<file path="src/rtl/wb_pkg.sv">
// Shared defaults and FSM state type for the register-file write-back arbiter.
// Also holds a modulo-DEPTH pointer increment helper.
package wb_pkg;

    localparam int WB_DATA_W       = 32;
    localparam int WB_ADDR_W       = 5;
    localparam int WB_DEPTH        = 2;
    localparam int WB_STARVE_LIMIT = 4;

    typedef enum logic [1:0] {
        IDLE  = 2'd0,
        DRAIN = 2'd1,
        FORCE = 2'd2
    } wb_state_t;

    function automatic int wrap_inc(input int ptr, input int depth);
        return (ptr == depth - 1) ? 0 : ptr + 1;
    endfunction

endpackage

</file>
<file path="src/rtl/wb_pend_fifo.sv">
// Pending MDU-result FIFO: one-cycle push/pop, head and per-entry rd/valid visible combinationally.
// Caller guarantees no push when full and no pop when empty.
module wb_pend_fifo
    import wb_pkg::*;
#(
    parameter  int DATA_W = WB_DATA_W,
    parameter  int ADDR_W = WB_ADDR_W,
    parameter  int DEPTH  = WB_DEPTH,
    localparam int PTR_W  = (DEPTH > 1) ? $clog2(DEPTH) : 1,
    localparam int CNT_W  = $clog2(DEPTH + 1)
) (
    input  logic                           i_clk,
    input  logic                           i_reset,
    input  logic                           i_push,
    input  logic [ADDR_W-1:0]              i_push_rd,
    input  logic [DATA_W-1:0]              i_push_data,
    input  logic                           i_pop,
    output logic [CNT_W-1:0]               o_count,
    output logic [ADDR_W-1:0]              o_head_rd,
    output logic [DATA_W-1:0]              o_head_data,
    output logic [DEPTH-1:0][ADDR_W-1:0]   o_ent_rd,
    output logic [DEPTH-1:0]               o_ent_vld
);

    logic [PTR_W-1:0]              r_wptr;
    logic [PTR_W-1:0]              r_rptr;
    logic [CNT_W-1:0]              r_count;
    logic [DEPTH-1:0][ADDR_W-1:0]  r_rd;
    logic [DEPTH-1:0][DATA_W-1:0]  r_data;
    logic [DEPTH-1:0]              r_vld;

    always_ff @(posedge i_clk) begin
        if (i_reset) begin
            r_wptr  <= '0;
            r_rptr  <= '0;
            r_count <= '0;
            r_rd    <= '0;
            r_data  <= '0;
            r_vld   <= '0;
        end else begin
            if (i_pop) begin
                r_vld[r_rptr] <= 1'b0;
                r_rptr        <= PTR_W'(wrap_inc(int'(r_rptr), DEPTH));
            end
            // Set after clear so a push into the slot just freed keeps its valid bit.
            if (i_push) begin
                r_rd[r_wptr]   <= i_push_rd;
                r_data[r_wptr] <= i_push_data;
                r_vld[r_wptr]  <= 1'b1;
                r_wptr         <= PTR_W'(wrap_inc(int'(r_wptr), DEPTH));
            end
            if (i_push && !i_pop) begin
                r_count <= r_count + CNT_W'(1);
            end else if (i_pop && !i_push) begin
                r_count <= r_count - CNT_W'(1);
            end
        end
    end

    assign o_count     = r_count;
    assign o_head_rd   = r_rd[r_rptr];
    assign o_head_data = r_data[r_rptr];
    assign o_ent_rd    = r_rd;
    assign o_ent_vld   = r_vld;

endmodule

</file>
<file path="src/rtl/wb_arbiter.sv">
// Shares one register-file write port between the pipeline and a multi-cycle unit; write lands one cycle after selection.
// MDU results wait in a small FIFO (mdu_ready = not full); a result starved STARVE_LIMIT cycles stalls the pipeline once.
module wb_arbiter
    import wb_pkg::*;
#(
    parameter int DATA_W       = WB_DATA_W,
    parameter int ADDR_W       = WB_ADDR_W,
    parameter int DEPTH        = WB_DEPTH,
    parameter int STARVE_LIMIT = WB_STARVE_LIMIT
) (
    input  logic              clk,
    input  logic              reset,
    input  logic              pipe_we,
    input  logic [ADDR_W-1:0] pipe_rd,
    input  logic [DATA_W-1:0] pipe_data,
    input  logic              mdu_valid,
    output logic              mdu_ready,
    input  logic [ADDR_W-1:0] mdu_rd,
    input  logic [DATA_W-1:0] mdu_data,
    output logic              pipe_stall,
    output logic              rf_we,
    output logic [ADDR_W-1:0] rf_waddr,
    output logic [DATA_W-1:0] rf_wdata,
    input  logic [ADDR_W-1:0] query_rd,
    output logic              query_hit
);

    localparam int CNT_W = $clog2(DEPTH + 1);
    localparam int AGE_W = $clog2(STARVE_LIMIT + 1);

    wb_state_t                    r_state;
    wb_state_t                    w_next;
    logic [AGE_W-1:0]             r_age;
    logic [AGE_W-1:0]             w_age_next;
    logic [AGE_W-1:0]             w_age_inc;
    logic [CNT_W-1:0]             w_count;
    logic [ADDR_W-1:0]            w_head_rd;
    logic [DATA_W-1:0]            w_head_data;
    logic [DEPTH-1:0][ADDR_W-1:0] w_ent_rd;
    logic [DEPTH-1:0]             w_ent_vld;
    logic                         w_push;
    logic                         w_enq;
    logic                         w_pop;
    logic                         w_sel_vld;
    logic [ADDR_W-1:0]            w_sel_rd;
    logic [DATA_W-1:0]            w_sel_data;
    logic                         w_last_out;

    assign mdu_ready  = (w_count < CNT_W'(DEPTH));
    assign w_push     = mdu_valid && mdu_ready;
    assign w_age_inc  = r_age + AGE_W'(1);
    assign w_last_out = (w_count == CNT_W'(1)) && !w_enq;
    assign pipe_stall = (r_state == FORCE);

    always_comb begin
        w_next     = r_state;
        w_age_next = r_age;
        w_enq      = 1'b0;
        w_pop      = 1'b0;
        w_sel_vld  = 1'b0;
        w_sel_rd   = '0;
        w_sel_data = '0;
        unique case (r_state)
            IDLE: begin
                w_age_next = '0;
                if (pipe_we) begin
                    w_sel_vld  = 1'b1;
                    w_sel_rd   = pipe_rd;
                    w_sel_data = pipe_data;
                    w_enq      = w_push;
                    if (w_push) w_next = DRAIN;
                end else if (w_push) begin
                    // Port is free: MDU result goes straight to the register file.
                    w_sel_vld  = 1'b1;
                    w_sel_rd   = mdu_rd;
                    w_sel_data = mdu_data;
                end
            end
            DRAIN: begin
                w_enq = w_push;
                if (pipe_we && (pipe_rd != '0)) begin
                    w_sel_vld  = 1'b1;
                    w_sel_rd   = pipe_rd;
                    w_sel_data = pipe_data;
                    w_age_next = w_age_inc;
                    if (w_age_inc >= AGE_W'(STARVE_LIMIT)) w_next = FORCE;
                end else begin
                    w_pop      = 1'b1;
                    w_sel_vld  = 1'b1;
                    w_sel_rd   = w_head_rd;
                    w_sel_data = w_head_data;
                    w_age_next = '0;
                    if (w_last_out) w_next = IDLE;
                end
            end
            FORCE: begin
                w_enq      = w_push;
                w_pop      = 1'b1;
                w_sel_vld  = 1'b1;
                w_sel_rd   = w_head_rd;
                w_sel_data = w_head_data;
                w_age_next = '0;
                w_next     = w_last_out ? IDLE : DRAIN;
            end
            default: begin
                w_next     = IDLE;
                w_age_next = '0;
            end
        endcase
    end

    always_ff @(posedge clk) begin
        if (reset) begin
            r_state  <= IDLE;
            r_age    <= '0;
            rf_we    <= 1'b0;
            rf_waddr <= '0;
            rf_wdata <= '0;
        end else begin
            r_state <= w_next;
            r_age   <= w_age_next;
            rf_we   <= w_sel_vld && (w_sel_rd != '0);
            if (w_sel_vld) begin
                rf_waddr <= w_sel_rd;
                rf_wdata <= w_sel_data;
            end
        end
    end

    always_comb begin
        query_hit = 1'b0;
        for (int i = 0; i < DEPTH; i++) begin
            if (w_ent_vld[i] && (w_ent_rd[i] == query_rd)) query_hit = 1'b1;
        end
        if (query_rd == '0) query_hit = 1'b0;
    end

    wb_pend_fifo #(
        .DATA_W (DATA_W),
        .ADDR_W (ADDR_W),
        .DEPTH  (DEPTH)
    ) u_fifo (
        .i_clk       (clk),
        .i_reset     (reset),
        .i_push      (w_enq),
        .i_push_rd   (mdu_rd),
        .i_push_data (mdu_data),
        .i_pop       (w_pop),
        .o_count     (w_count),
        .o_head_rd   (w_head_rd),
        .o_head_data (w_head_data),
        .o_ent_rd    (w_ent_rd),
        .o_ent_vld   (w_ent_vld)
    );

endmodule
</file>
<file path="config.mk">
export PLATFORM = sky130hd
export DESIGN_NAME = wb_arbiter
export DESIGN_NICKNAME = d
export VERILOG_FILES = /design/src/rtl/wb_pkg.sv /design/src/rtl/wb_pend_fifo.sv /design/src/rtl/wb_arbiter.sv
export SDC_FILE = /design/constraint.sdc
export NUM_CORES = 1
export LEC_CHECK = 0
export BUFFER_PORTS_ARGS = -buffer_cell sky130_fd_sc_hd__buf_2
export CAP_MARGIN = 10
export CORE_MARGIN = 4
export CORE_UTILIZATION = 55
export DETAILED_ROUTE_END_ITERATION = 7
export GPL_TIMING_DRIVEN = 0
export PLACE_DENSITY = 0.87
export SLEW_MARGIN = 10
export SYNTH_ARGS = -nofsm -noshare
export SYNTH_HDL_FRONTEND = slang
export SYNTH_SLANG_ARGS = --single-unit
</file>
<file path="constraint.sdc">
create_clock -name clk -period 5.7 [get_ports clk]
set_input_delay 1.14 -clock clk [delete_from_list [all_inputs] [get_ports clk]]
set_output_delay 1.14 -clock clk [all_outputs]
set_load 0.02 [all_outputs]
</file>
Word-level counts from Yosys, hierarchy flattened
Index checks and enable logic that the tools add are counted.
{"block": "classes", "magnitude_cmp": 6, "addsub": 5, "muxes": 46, "eq_ne": 9, "n_bitwise": 5, "n_reduce_logical": 20}
{"cell": "two-way mux 32 bit", "n": 6}
{"cell": "case mux 32 bit (3 select lines)", "n": 1}
{"cell": "bitwise mux 64 bit", "n": 1}
{"cell": "demux 32 bit (select 1 bit)", "n": 1}
{"cell": "two-way mux 5 bit", "n": 6}
{"cell": "two-way mux 2 bit", "n": 10}
{"cell": "case mux 5 bit (3 select lines)", "n": 1}
{"cell": "two-way mux 1 bit", "n": 12}
{"cell": "bitwise mux 10 bit", "n": 1}
{"cell": "== test 5 bit", "n": 2}
{"cell": "logical AND 1 bit", "n": 10}
{"cell": "nonzero test 5 bit", "n": 2}
{"cell": "!= test 3 bit, second input constant", "n": 2}
{"cell": "case mux 1 bit (2 select lines)", "n": 3}
{"cell": "case mux 2 bit (3 select lines)", "n": 1}
{"cell": "demux 5 bit (select 1 bit)", "n": 1}
{"cell": "logical NOT 5 bit", "n": 1}
{"cell": "== test 2 x 1 -> 1 bit, second input constant", "n": 2}
{"cell": "less-than comparator 1 x 2 -> 1 bit, second input constant", "n": 2}
{"cell": "!= test 2 bit, second input constant", "n": 2}
{"cell": "AND reduction 4 bit", "n": 1}
{"cell": "adder 3 x 1 -> 3 bit, second input constant", "n": 1}
{"cell": "greater-or-equal comparator 3 bit, second input constant", "n": 1}
{"cell": "OR reduction 3 bit", "n": 1}
{"cell": "other kinds (15)", "n": 20}
{"block": "word_totals", "wordCells": 104, "reg_bits": 123, "out_inout_bits": 41}

Longest topological paths before layout
Gate-level depths: netlist (run 1).
{"block": "logic_depth", "ltp_word": 10, "depth_mapped": 10, "ltp_nobuf": 9}

Hierarchy
Synthesis (run 1) repeated with hierarchy kept, for this count alone.
{"block": "unflattened", "cells_unflattened": 662, "area_unflattened_um2": 5669.2}
{"module": "wb_pend_fifo", "cells_per_inst": 388, "seq_area_each_um2": 1601.5, "n_inst": 1, "area_per_inst_um2": 3249.4}
{"module": "wb_arbiter", "cells_per_inst": 274, "seq_area_each_um2": 860.8, "n_inst": 1, "area_per_inst_um2": 2419.8}

Least setup slack after synthesis (run 1)
OpenSTA, ideal clock, no wires.
{"block": "synth_timing", "path_type": "input port to output port", "startpoint": "in query_rd[0]", "endpoint": "out query_hit", "stages": 4, "setup_slack_ns": 2.564, "arrival_ns": 1.996, "cell_sequence": "xor2_1 nor4_1 nand3_1 a21oi_1"}
{"block": "synth_between", "elab_chain_cells": 5, "elab_cells_between_ends": 8}
{"item": "from (decl)", "line_no": "wb_arbiter.sv:24", "rtl": "input logic [ADDR_W-1:0] query_rd,"}
{"item": "== test 5 bit", "line_no": "wb_arbiter.sv:133", "rtl": "if (w_ent_vld[i] && (w_ent_rd[i] == query_rd)) query_hit = 1'b1;"}
{"item": "logical AND 1 bit", "line_no": "wb_arbiter.sv:133"}
{"item": "two-way mux 1 bit (2 in series)", "line_no": "wb_arbiter.sv:133"}
{"item": "two-way mux 1 bit *", "line_no": "wb_arbiter.sv:135", "rtl": "if (query_rd == '0) query_hit = 1'b0;"}
{"item": "to (decl)", "line_no": "wb_arbiter.sv:25", "rtl": "output logic query_hit"}
Mark *: on every way between the ends. The rest lies on a longest branch, timed or not.

Final worst setup path (run 1)
Ends and elaborated chain as after synthesis.

==> results.md, run 1 <==
- Max_slew headroom: 52.3%
- # rows: 35
- Synthesized area per cell: 9.02 um^2
- Crit path max-delay family: simple AND/OR/NAND/NOR gates
- Global-route wire length before repair: 27100 um
- Main synth FF type: dfxtp_1
- Root Buffer Master: clkbuf_8
- Final GP Congestion: 0.917
- Number of remaining DRC errors: 0
- Mapped Nets: 684
- Number of global-route vias before repair: 5387
- Die Height: 107 um
- Post-CTS Hold Fix Bufs: 0
- Sw frac: 36.8%
- DR iter-0 viols: 419
- Critical Path Start Type: input pin
- Largest net degree at the start of global routing: 17
- Pwr per Cell Area: 530 mW/mm^2
- Switch Pwr: 1.32 mW
- Peak VDD IR: 310 uV
- CTS Sinks: 123
- PortBufs: 122
- Layout Nets: 825
- Fin crit period: 3230 ps
- Reg power frac: 33.5%
- Internal cell power: 2.27 mW
- CP cell instances: buf_2 -> xor2_1 -> nor4_1 -> nand3_1 -> a21oi_1 -> buf_2
- Fin crit share: 56.6%
- Static Leak: 2.85 nW
- DPL Wire Length: 11300 um
- Vias: 5421
- Die area: 0.0114 mm^2
- Ys Warns: 0
- GRT Overall Usage: 29.8%
- Distinct cell type count after synthesis: 42
- Slowest stage cell, crit path: nor4_1
- Final Hold Viols: 0
- RSZ-0062 raised after global routing: no
- Worst-margin pin slew: 711 ps
- Post-synth EDFFs: 0
- Pre-CTS WS: 2480 ps
- Netlist Area Pre-Place: 0.00536 mm^2
- Required @ worst endpoint: 4560 ps
- Clock network power share: 32.8%
- Worst endpoint data arrival time: 2090 ps
- Ys async rst share: 0%
- Seq/Total Area, Yosys: 45.9%
- PostCTS Resize Cnt: 0
- Area Growth Syn to Fin: 26.4%
- Total grt overflow: 0
- Final Cell Area: 0.00678 mm^2
- Post-DP Area: 0.00613 mm^2
- Layout cells sized above 1: 28.2%
- Vias per cell: 6.18
- Tot Pwr: 3.59 mW
- ANT nets after route: 0
- Clock transition at the registers of the reported paths: 50 ps
- Max cap viols: 0
- Maximum clock frequency: 310 MHz
- Worst Setup End Kind: output port
- Crit path top cell by count: buf_2
- Crit Path Category: input pin to output port
- Core area: 0.00937 mm^2
- Skew final: 10.1 ps
- Filler instances: 703
- Initial core utilization: 57.2%
- CTS tree: yes
- Min-Delay Path Class: register to register
- Worst Path Buf+Inv: 2
- Layout Utilization: 72.3%
- Setup TNS: 0 ps
- Post-synthesis register bit count: 123
- Drt pass-1 iters: 6
- Htree depth: 4
- Status: completed
- Setup ws final: 2470 ps
- CTS Buf Count: 17
- Die extent in x: 107 um
- CTS max path bufs: 2
- Wirelength, routed: 17000 um
- Logic gate share of total power: 33.7%
- Crit-path max cell delay: 270 ps
- Later-pin clock latency in the skew report: 520 ps
- Final setup violating endpoints: 0
- Post-DR wirelength/cell: 19.3 um
- Initial antenna violation count: 0
- Area leader, netlist: dfxtp_1
- Crit-path max FO: 3
- Ranking of synthesized cells by area: dfxtp_1 46%, nand2_1 7.9%, mux2_2 7.8%
- Antenna cells: 0
- Number of post-CTS setup repair buffers: 0
- I/O pin cnt: 124
- Syn Inst Count: 594
- Fin. max-slew vios: 0
- Yosys top cell area share: 45.9%
[synth_stat cells, drive strengths merged, types with 2 or more instances]
master / instances
a22o: 38
xor2: 12
and3: 2
nor2b: 2
nand2b: 4
a222oi: 3
ha: 7
clkbuf: 32
nor3b: 2
a221oi: 32
nand3: 4
nand2: 113
inv: 5
a21oi: 80
mux2: 37
buf: 17
xnor2: 2
nor3: 5
a311o: 2
nor2: 12
nor4: 3
o21ai: 37
a211oi: 7
dfxtp: 123
a21o: 2
[routing by layer]
layer,vias up,routed length (um),GRT usage (%)
met5,-,0,0
met4,0,626,13.2
met3,72,1530,7.22
met2,310,8120,49.2
met1,2593,6690,37.0
li1,2446,-,-
[cell families (layout without fill, tap and decap cells)]
logic type | count (synthesis) | in the layout | share of synthesized area [%]
AOI/OAI and AO/OA | 209 | 209 | 26.0
and+or+nand+nor | 150 | 150 | 12.1
buffers and inverters | 54 | 208 | 4.32
adders and majority gates | 7 | 7 | 1.63
DFF | 123 | 123 | 45.9
muxes | 37 | 37 | 7.77
xor gates and xnor gates | 14 | 14 | 2.29
[flip-flops by register name, indices dropped and copies added, names as in the netlist]
register and flops:
r_age 3, r_state 2, rf_waddr 5, rf_wdata 32, rf_we 1, u_fifo.o_count 2
u_fifo.o_ent_rd 10, u_fifo.o_ent_vld 2, u_fifo.r_data 64, u_fifo.r_rptr 1, u_fifo.r_wptr 1
[cell usage in the layout, fill, tap and decap left out, types with 3 or more instances in the layout]
cell       count
xor2_1        12
a22o_1        38
bufinv_16      5
nand2_1      113
a211oi_1       7
nor2_1        12
nand3_1        4
a222oi_1       3
inv_1          5
buf_2        133
nor3_1         3
o21ai_1        3
o21ai_0       34
clkbuf_16     16
ha_1           7
dfxtp_1      123
clkbuf_1      33
buf_4          4
a221oi_1      32
a21oi_1       78
inv_6          3
mux2_2        37
nand2b_1       4
[stage by stage]
step	hold slack (ps)	cells
floorplan	408	594
detailed placement	442	845
finish	457	877
global route	476	877
CTS	451	877
global placement	415	845
[area by class of cell]
class / instances / area [um^2] / area share (%)
Sequential cell: 123 / 2460 / 36.3
Clock inverter: 13 / 214 / 3.16
Clock buffer: 19 / 432 / 6.37
Inverter: 5 / 18.8 / 0.277
Multi-Input combinational cell: 417 / 2670 / 39.3
Timing Repair Buffer: 122 / 611 / 9.01
Tap cell: 129 / 161 / 2.38
Buffer: 49 / 213 / 3.14
[power groups by stage]
stage | Clock [mW] | Sequential, mW | Combinational [mW]
floorplan | 0 | 1.35 | 0.624
global placement | 0 | 1.20 | 1.14
detailed placement | 0 | 1.21 | 1.18
CTS | 1.18 | 1.20 | 1.20
global route | 1.22 | 1.22 | 1.31
finish | 1.18 | 1.20 | 1.21
[worst reg2reg max path, cell delays in order (launching register included)]
cell      delay (ps)
dfxtp_1          390
inv_1             90
ha_1             390
a21oi_2          290
nor3_2           140
a21oi_2          570
clkbuf_1         480
a22o_1           250
[worst paths after layout]
path                                       start           endpoint  slack (ps)  cells after the start
worst min-delay path            u_fifo.r_data[6]   u_fifo.r_data[6]         460                      2
worst min register to register  u_fifo.r_data[6]   u_fifo.r_data[6]         460                      2
worst max-delay path                 query_rd[0]          query_hit        2470                      6
worst max register to register        r_state[0]  u_fifo.r_data[54]        3050                      7
Power figures use the tool's default switching activity.
==> run 2: changes to the inputs <==
CORE_UTILIZATION = 49   (was 55)
PLACE_DENSITY = 0.83   (was 0.87)
clock period = 2.95 ns   (was 5.7 ns; I/O delays follow)
==> run 2 against run 1 <==
Net effect:
- global-route usage decreased by 4.3 points
- highest routed layer unchanged
- clock-buffer cell count rose by 3
- power up 83%
- sequential power rose by 93%
- die area rose by 11%
- non-clock buffer count unchanged
- critical endpoint is now u_fifo.r_data[62]
- sequential share of layout area is 0.48 points higher
- register-to-register slack lost 2600 ps
- largest power group is now sequential cells
==> results.md, run 2 (synthesis results as in run 1) <==
- Peak VDD IR: 461 uV (+49%)
- Number of remaining DRC errors: 0 (unchanged)
- Drt pass-1 iters: 5 (-1)
- CTS Sinks: 123 (unchanged)
- Root Buffer Master: clkbuf_8
- I/O pin cnt: 124 (unchanged)
- Max_slew headroom: 49.2% (-3.1 points)
- Required @ worst endpoint: 3400 ps (-1160 ps)
- Reg power frac: 35.3% (+1.8 points)
- Critical Path Start Type: register
- Later-pin clock latency in the skew report: 510 ps (about the same)
- Logic gate share of total power: 35.1% (+1.4 points)
- Area Growth Syn to Fin: 24.8%
- DR iter-0 viols: 549 (+31%)
- Final Hold Viols: 0 (unchanged)
- Worst-margin pin slew: 763 ps (+51.9 ps)
- Dpl cells: 852 (+0.83%)
- Maximum clock frequency: 395 MHz
- Reg2Reg Depth: 7 (unchanged)
- Wirelength, routed: 16500 um (-2.8%)
- Final GP Congestion: 0.886 (-3.5%)
- CTS Buf Count: 17 (unchanged)
- R2r setup slk: 420 ps (-2630 ps)
- Most common cell after layout, fill and taps aside: buf_2
- Hold path start: mdu_data[23]
- # rows: 37 (+5.7%)
- Fin crit period: 2530 ps
- Post-DP Area: 0.00614 mm^2 (+0.14%)
- Initial antenna violation count: 0 (unchanged)
- Setup TNS: 0 ps (unchanged)
- Crit Path Category: register to register
- Layout cells sized above 1: 27.7% (-0.46 points)
- Sw frac: 37.2% (+0.37 points)
- Layout Utilization: 63.7% (-8.7 points)
- Layout Cells excl Fill: 882 (+0.57%)
- Hold path cells: 2 (unchanged)
- Core area: 0.0105 mm^2 (+12%)
- Switch Pwr: 2.44 mW (+85%)
- DPL Wire Length: 11600 um (+2.5%)
- Global-route wire length before repair: 26100 um (-3.5%)
- Reg2reg end: u_fifo.r_data[62]
- Worst Setup End Kind: register
- Total grt overflow: 0 (unchanged)
- ANT nets after route: 0 (unchanged)
- Hold EP: u_fifo.r_data[55]
- Number of global-route vias before repair: 5294 (-1.7%)
- RSZ-0062 raised after global routing: no
- Static Leak: 2.81 nW (-1.5%)
- Max cap viols: 0 (unchanged)
- Die extent in x: 113 um (+5.5%)
- Vias: 5317 (-1.9%)
- Fin crit share: 85.8%
- Clock transition at the registers of the reported paths: 60 ps (about the same)
- PostCTS Resize Cnt: 0 (unchanged)
- Htree depth: 4 (unchanged)
- Largest net degree at the start of global routing: 17 (unchanged)
- PortBufs: 122 (unchanged)
- Post-DR wirelength/cell: 18.7 um (-3.3%)
- Vias per cell: 6.03 (-2.5%)
- Final Cell Area: 0.00669 mm^2 (-1.3%)
- Post-CTS Hold Fix Bufs: 0 (unchanged)
- Layout Nets: 825 (unchanged)
- Max FFs per register: 64 (unchanged)
- Fin. max-slew vios: 0 (unchanged)
- Top reg by flops: u_fifo.r_data
- Die area: 0.0127 mm^2 (+11%)
- Clock network power share: 29.6% (-3.2 points)
- Initial core utilization: 51.0% (-6.2 points)
- Worst R2R Start: r_state[0]
- Worst endpoint data arrival time: 2980 ps (+890 ps)
- Antenna cells: 0 (unchanged)
- Number of post-CTS setup repair buffers: 0 (unchanged)
- Die Height: 113 um (+5.5%)
- CTS max path bufs: 2 (unchanged)
- Min-Delay Path Class: input pin to register
- Pwr per Cell Area: 981 mW/mm^2 (+85%)
- CTS tree: yes
- Skew final: 7.57 ps (-2.55 ps)
- Final setup violating endpoints: 0 (unchanged)
- Crit-path max FO: 10 (+7)
- Internal cell power: 4.12 mW (+82%)
- Status: completed
- GRT Overall Usage: 25.5% (-4.3 points)
- Commonest non-fill, non-tap cells in the layout: 133 x buf_2, 123 x dfxtp_1, 113 x nand2_1, 78 x a21oi_1, 38 x a22o_1
-- run 2: final cells by class --
cell class	instances	area (um^2)
Inverter	5	18.8
Tap cell	136	170
Clock inverter	8	95.1
Clock buffer	22	453
Sequential cell	123	2460
Multi-Input combinational cell	417	2670
Buffer	49	213
Timing Repair Buffer	122	611
Fill cell	837	3820
-- run 2: how the worst max path moves through the flow --
| stage | start | to | slack (ps) |
|---|---|---|---|
| 3_3_place_gp | pipe_rd[1] | u_fifo.o_count[0] | 530 |
| 4_1_cts | r_state[0] | u_fifo.r_data[62] | 460 |
| 5_1_grt | r_state[0] | rf_wdata[0] | 320 |
| 3_5_place_dp | mdu_valid | rf_wdata[3] | 470 |
| 6_report | r_state[0] | u_fifo.r_data[62] | 420 |
| 2_1_floorplan | query_rd[0] | query_hit | 910 |
-- run 2: power groups by stage --
stage | clock network (mW) | logic (mW) | registers (mW)
final | 1.94 | 2.30 | 2.31
after global routing | 2.03 | 2.51 | 2.36
after CTS | 1.94 | 2.28 | 2.31
after detailed placement | 0 | 2.26 | 2.33
after global placement | 0 | 2.21 | 2.31
after floorplan | 0 | 1.21 | 2.61
-- run 2: stage by stage --
stage / hold WS [ps] / power, mW / setup slack (ps)
floorplan: 408 / 3.82 / 914
global placement: 416 / 4.52 / 533
detailed placement: 428 / 4.59 / 467
CTS: 315 / 6.53 / 464
global route: 315 / 6.90 / 320
finish: 323 / 6.56 / 418
-- run 2: critical path, stage by stage (launching register included) --
cell and delay [ps]:
dfxtp_1 380, inv_1 80, ha_1 370, a21oi_2 270, nor3_2 130, a21oi_2 560, clkbuf_1 450, a22o_1 230
-- run 2: layer usage --
| layer | global-route usage [%] | share of wire [%] | vias up |
|---|---|---|---|
| li1 | - | - | 2446 |
| met1 | 32.3 | 41 | 2547 |
| met2 | 41.6 | 48 | 280 |
| met3 | 6.15 | 8.7 | 44 |
| met4 | 10.8 | 2.8 | 0 |
| met5 | 0 | 0 | - |
==> run 3: changes to the inputs <==
REMOVE_ABC_BUFFERS = 1   (was default)
==> run 3 against run 2 <==
Net effect:
- register-to-register slack got worse by 40 ps
- critical endpoint is now rf_we
- power increased by 1.0%
- fmax decreased by 1.5%
==> results.md, run 3 (synthesis results as in run 1) <==
- Worst Setup End Kind: register
- Area Growth Syn to Fin: 25.4%
- Hold path start: pipe_data[3]
- Slowest stage cell, crit path: a311o_2
- Reg2Reg Depth: 8 (+1)
- PortBufs: 123 (+0.82%)
- Crit path max-delay family: compound AO/OA/AOI/OAI gates
- Reg2reg end: rf_we
- Critical Path Start Type: register
- Global-route wire length before repair: 25700 um (-1.5%)
- Initial antenna violation count: 0 (unchanged)
- Post-DR wirelength/cell: 19.1 um (+1.9%)
- Post-DP Area: 0.00615 mm^2 (+0.12%)
- Clock transition at the registers of the reported paths: 60 ps (about the same)
- Final setup violating endpoints: 0 (unchanged)
- Number of post-CTS setup repair buffers: 0 (unchanged)
- Htree depth: 4 (unchanged)
- Worst R2R Start: r_state[1]
- CTS max path bufs: 2 (unchanged)
- Max_slew headroom: 42.7% (-6.5 points)
- Hold path cells: 3 (+1)
- Max cap viols: 0 (unchanged)
- CTS tree: yes
- Crit-path max cell delay: 580 ps (+20 ps)
- Max FFs per register: 64 (unchanged)
- Drt pass-1 iters: 5 (unchanged)
- Wirelength, routed: 16100 um (-2.4%)
- Core area: 0.0105 mm^2 (unchanged)
- Root Buffer Master: clkbuf_8
- Maximum clock frequency: 389 MHz (-1.5%)
- Clock network power share: 29.3% (-0.3 points)
- Static Leak: 2.80 nW (-0.35%)
- CP cell instances: inv_1 -> ha_1 -> nor2b_1 -> a311o_2 -> buf_16 -> a221o_1 -> a211oi_1 -> a311oi_1
- Area occupied by multi-input gates: 0.00271 mm^2 (+1.6%)
- Fin crit period: 2570 ps (+37.4 ps)
- Worst-margin pin slew: 859 ps (+96.8 ps)
- Reg power frac: 35.0% (-0.3 points)
- Worst Path Buf+Inv: 2 (unchanged)
- Total grt overflow: 0 (unchanged)
- Fin crit share: 87.1% (+1.3 points)
- Antenna cells: 0 (unchanged)
- Layout Nets: 787 (-4.6%)
- Vias: 5147 (-3.2%)
- Worst endpoint data arrival time: 2900 ps (-80 ps)
- Crit. path cell count: 8 (+1)
- R2r setup slk: 380 ps (-40 ps)
- Hold EP: rf_wdata[3]
- Sw frac: 36.9% (-0.22 points)
- Final Hold Viols: 0 (unchanged)
- Fin. max-slew vios: 0 (unchanged)
- Peak VDD IR: 504 uV (+9.2%)
- Min-Delay Path Class: input pin to register
- Register area: 0.00246 mm^2 (about the same)
- Later-pin clock latency in the skew report: 490 ps (-20 ps)
- Initial core utilization: 51.0% (unchanged)
- Logic gate share of total power: 35.7% (+0.6 points)
- GRT Overall Usage: 24.9% (-0.67 points)
- I/O pin cnt: 124 (unchanged)
- Crit Path Category: register to register
- Post-CTS Hold Fix Bufs: 0 (unchanged)
- Internal cell power: 4.18 mW (+1.4%)
- Largest net degree at the start of global routing: 57 (+40)
- Commonest non-fill, non-tap cells in the layout: 122 x buf_2, 122 x dfxtp_1, 112 x nand2_1, 77 x a21oi_1, 38 x a22o_1
- Number of global-route vias before repair: 5185 (-2.1%)
- Vias per cell: 6.09 (+1.0%)
- Pwr per Cell Area: 987 mW/mm^2 (+0.56%)
- Crit-path max FO: 22 (+12)
- Final GP Congestion: 0.823 (-7.1%)
- Die extent in x: 113 um (unchanged)
- Required @ worst endpoint: 3280 ps (-120 ps)
- Status: completed
- Layout cells sized above 1: 30.5% (+2.7 points)
- CTS Buf Count: 17 (unchanged)
- RSZ-0062 raised after global routing: no
- Die Height: 113 um (unchanged)
- Die area: 0.0127 mm^2 (unchanged)
- Tot Pwr: 6.63 mW (+1.0%)
- Final Cell Area: 0.00672 mm^2 (+0.45%)
- Filler instances: 832 (-0.60%)
- Skew final: 13.4 ps (+5.80 ps)
- ANT nets after route: 0 (unchanged)
- DPL Wire Length: 10400 um (-10%)
- DR iter-0 viols: 392 (-29%)
- Number of remaining DRC errors: 0 (unchanged)
- Switch Pwr: 2.45 mW (+0.42%)
- # rows: 37 (unchanged)
- CTS Sinks: 123 (unchanged)
- Top reg by flops: u_fifo.r_data
[run 3: final cells by class]
class                      count  share of cell area, %
multi-input combinational    417                   40.3
sequential                   123                   36.7
timing repair buffer         132                   11.8
clock buffer                  18                   6.37
tap                          136                   2.53
clock inverter                13                   1.90
inverter                       5                  0.335
timing repair inverter         1                 0.0745
[run 3: worst max path at each step]
| stage | startpoint | end |
|---|---|---|
| 2_1_floorplan | r_state[0] | rf_we |
| 6_report | r_state[1] | rf_we |
| 3_5_place_dp | reset | u_fifo.o_ent_vld[1] |
| 4_1_cts | r_state[1] | rf_wdata[28] |
| 5_1_grt | r_state[1] | rf_we |
| 3_3_place_gp | pipe_we | rf_we |
[run 3: timing repair]
action,CTS,global route
resized for setup,2,0
hold endpoints to repair,0,0
endpoints found under the setup margin,38,0
[run 3: power groups by stage]
stage          registers (mW)  logic (mW)  clock network [mW]
2_1_floorplan            2.63        1.10                   0
5_1_grt                  2.37        2.55                2.05
3_5_place_dp             2.34        2.35                   0
6_report                 2.32        2.37                1.94
4_1_cts                  2.31        2.37                1.95
3_3_place_gp             2.32        2.10                   0
[run 3: per-layer routing]
metal | GRT usage (%) | up-vias | share of wire [%]
li1 | - | 2379 | -
met2 | 44.7 | 244 | 51
met3 | 5.23 | 21 | 7.1
met5 | 0 | - | 0
met1 | 29.6 | 2503 | 40
met4 | 7.61 | 0 | 1.1
[run 3: metrics by stage]
stage               hold slack (ps)  setup WS [ps]  cells  utilization (%)  setup TNS [ps]
detailed placement              428           -596    813             58.5          -20830
finish                          347            381    845             63.9               0
floorplan                       405          -1270    545                -          -27540
global route                    323            261    845             63.9               0
global placement                417          -4090    804             56.5         -151070
CTS                             325            298    845             63.9               0
[run 3: tightest hold or removal path: cells and delay by family]
family,cells,cell delay [ps]
buf+inv,1,100
simple gates,1,50
compound gates,1,50
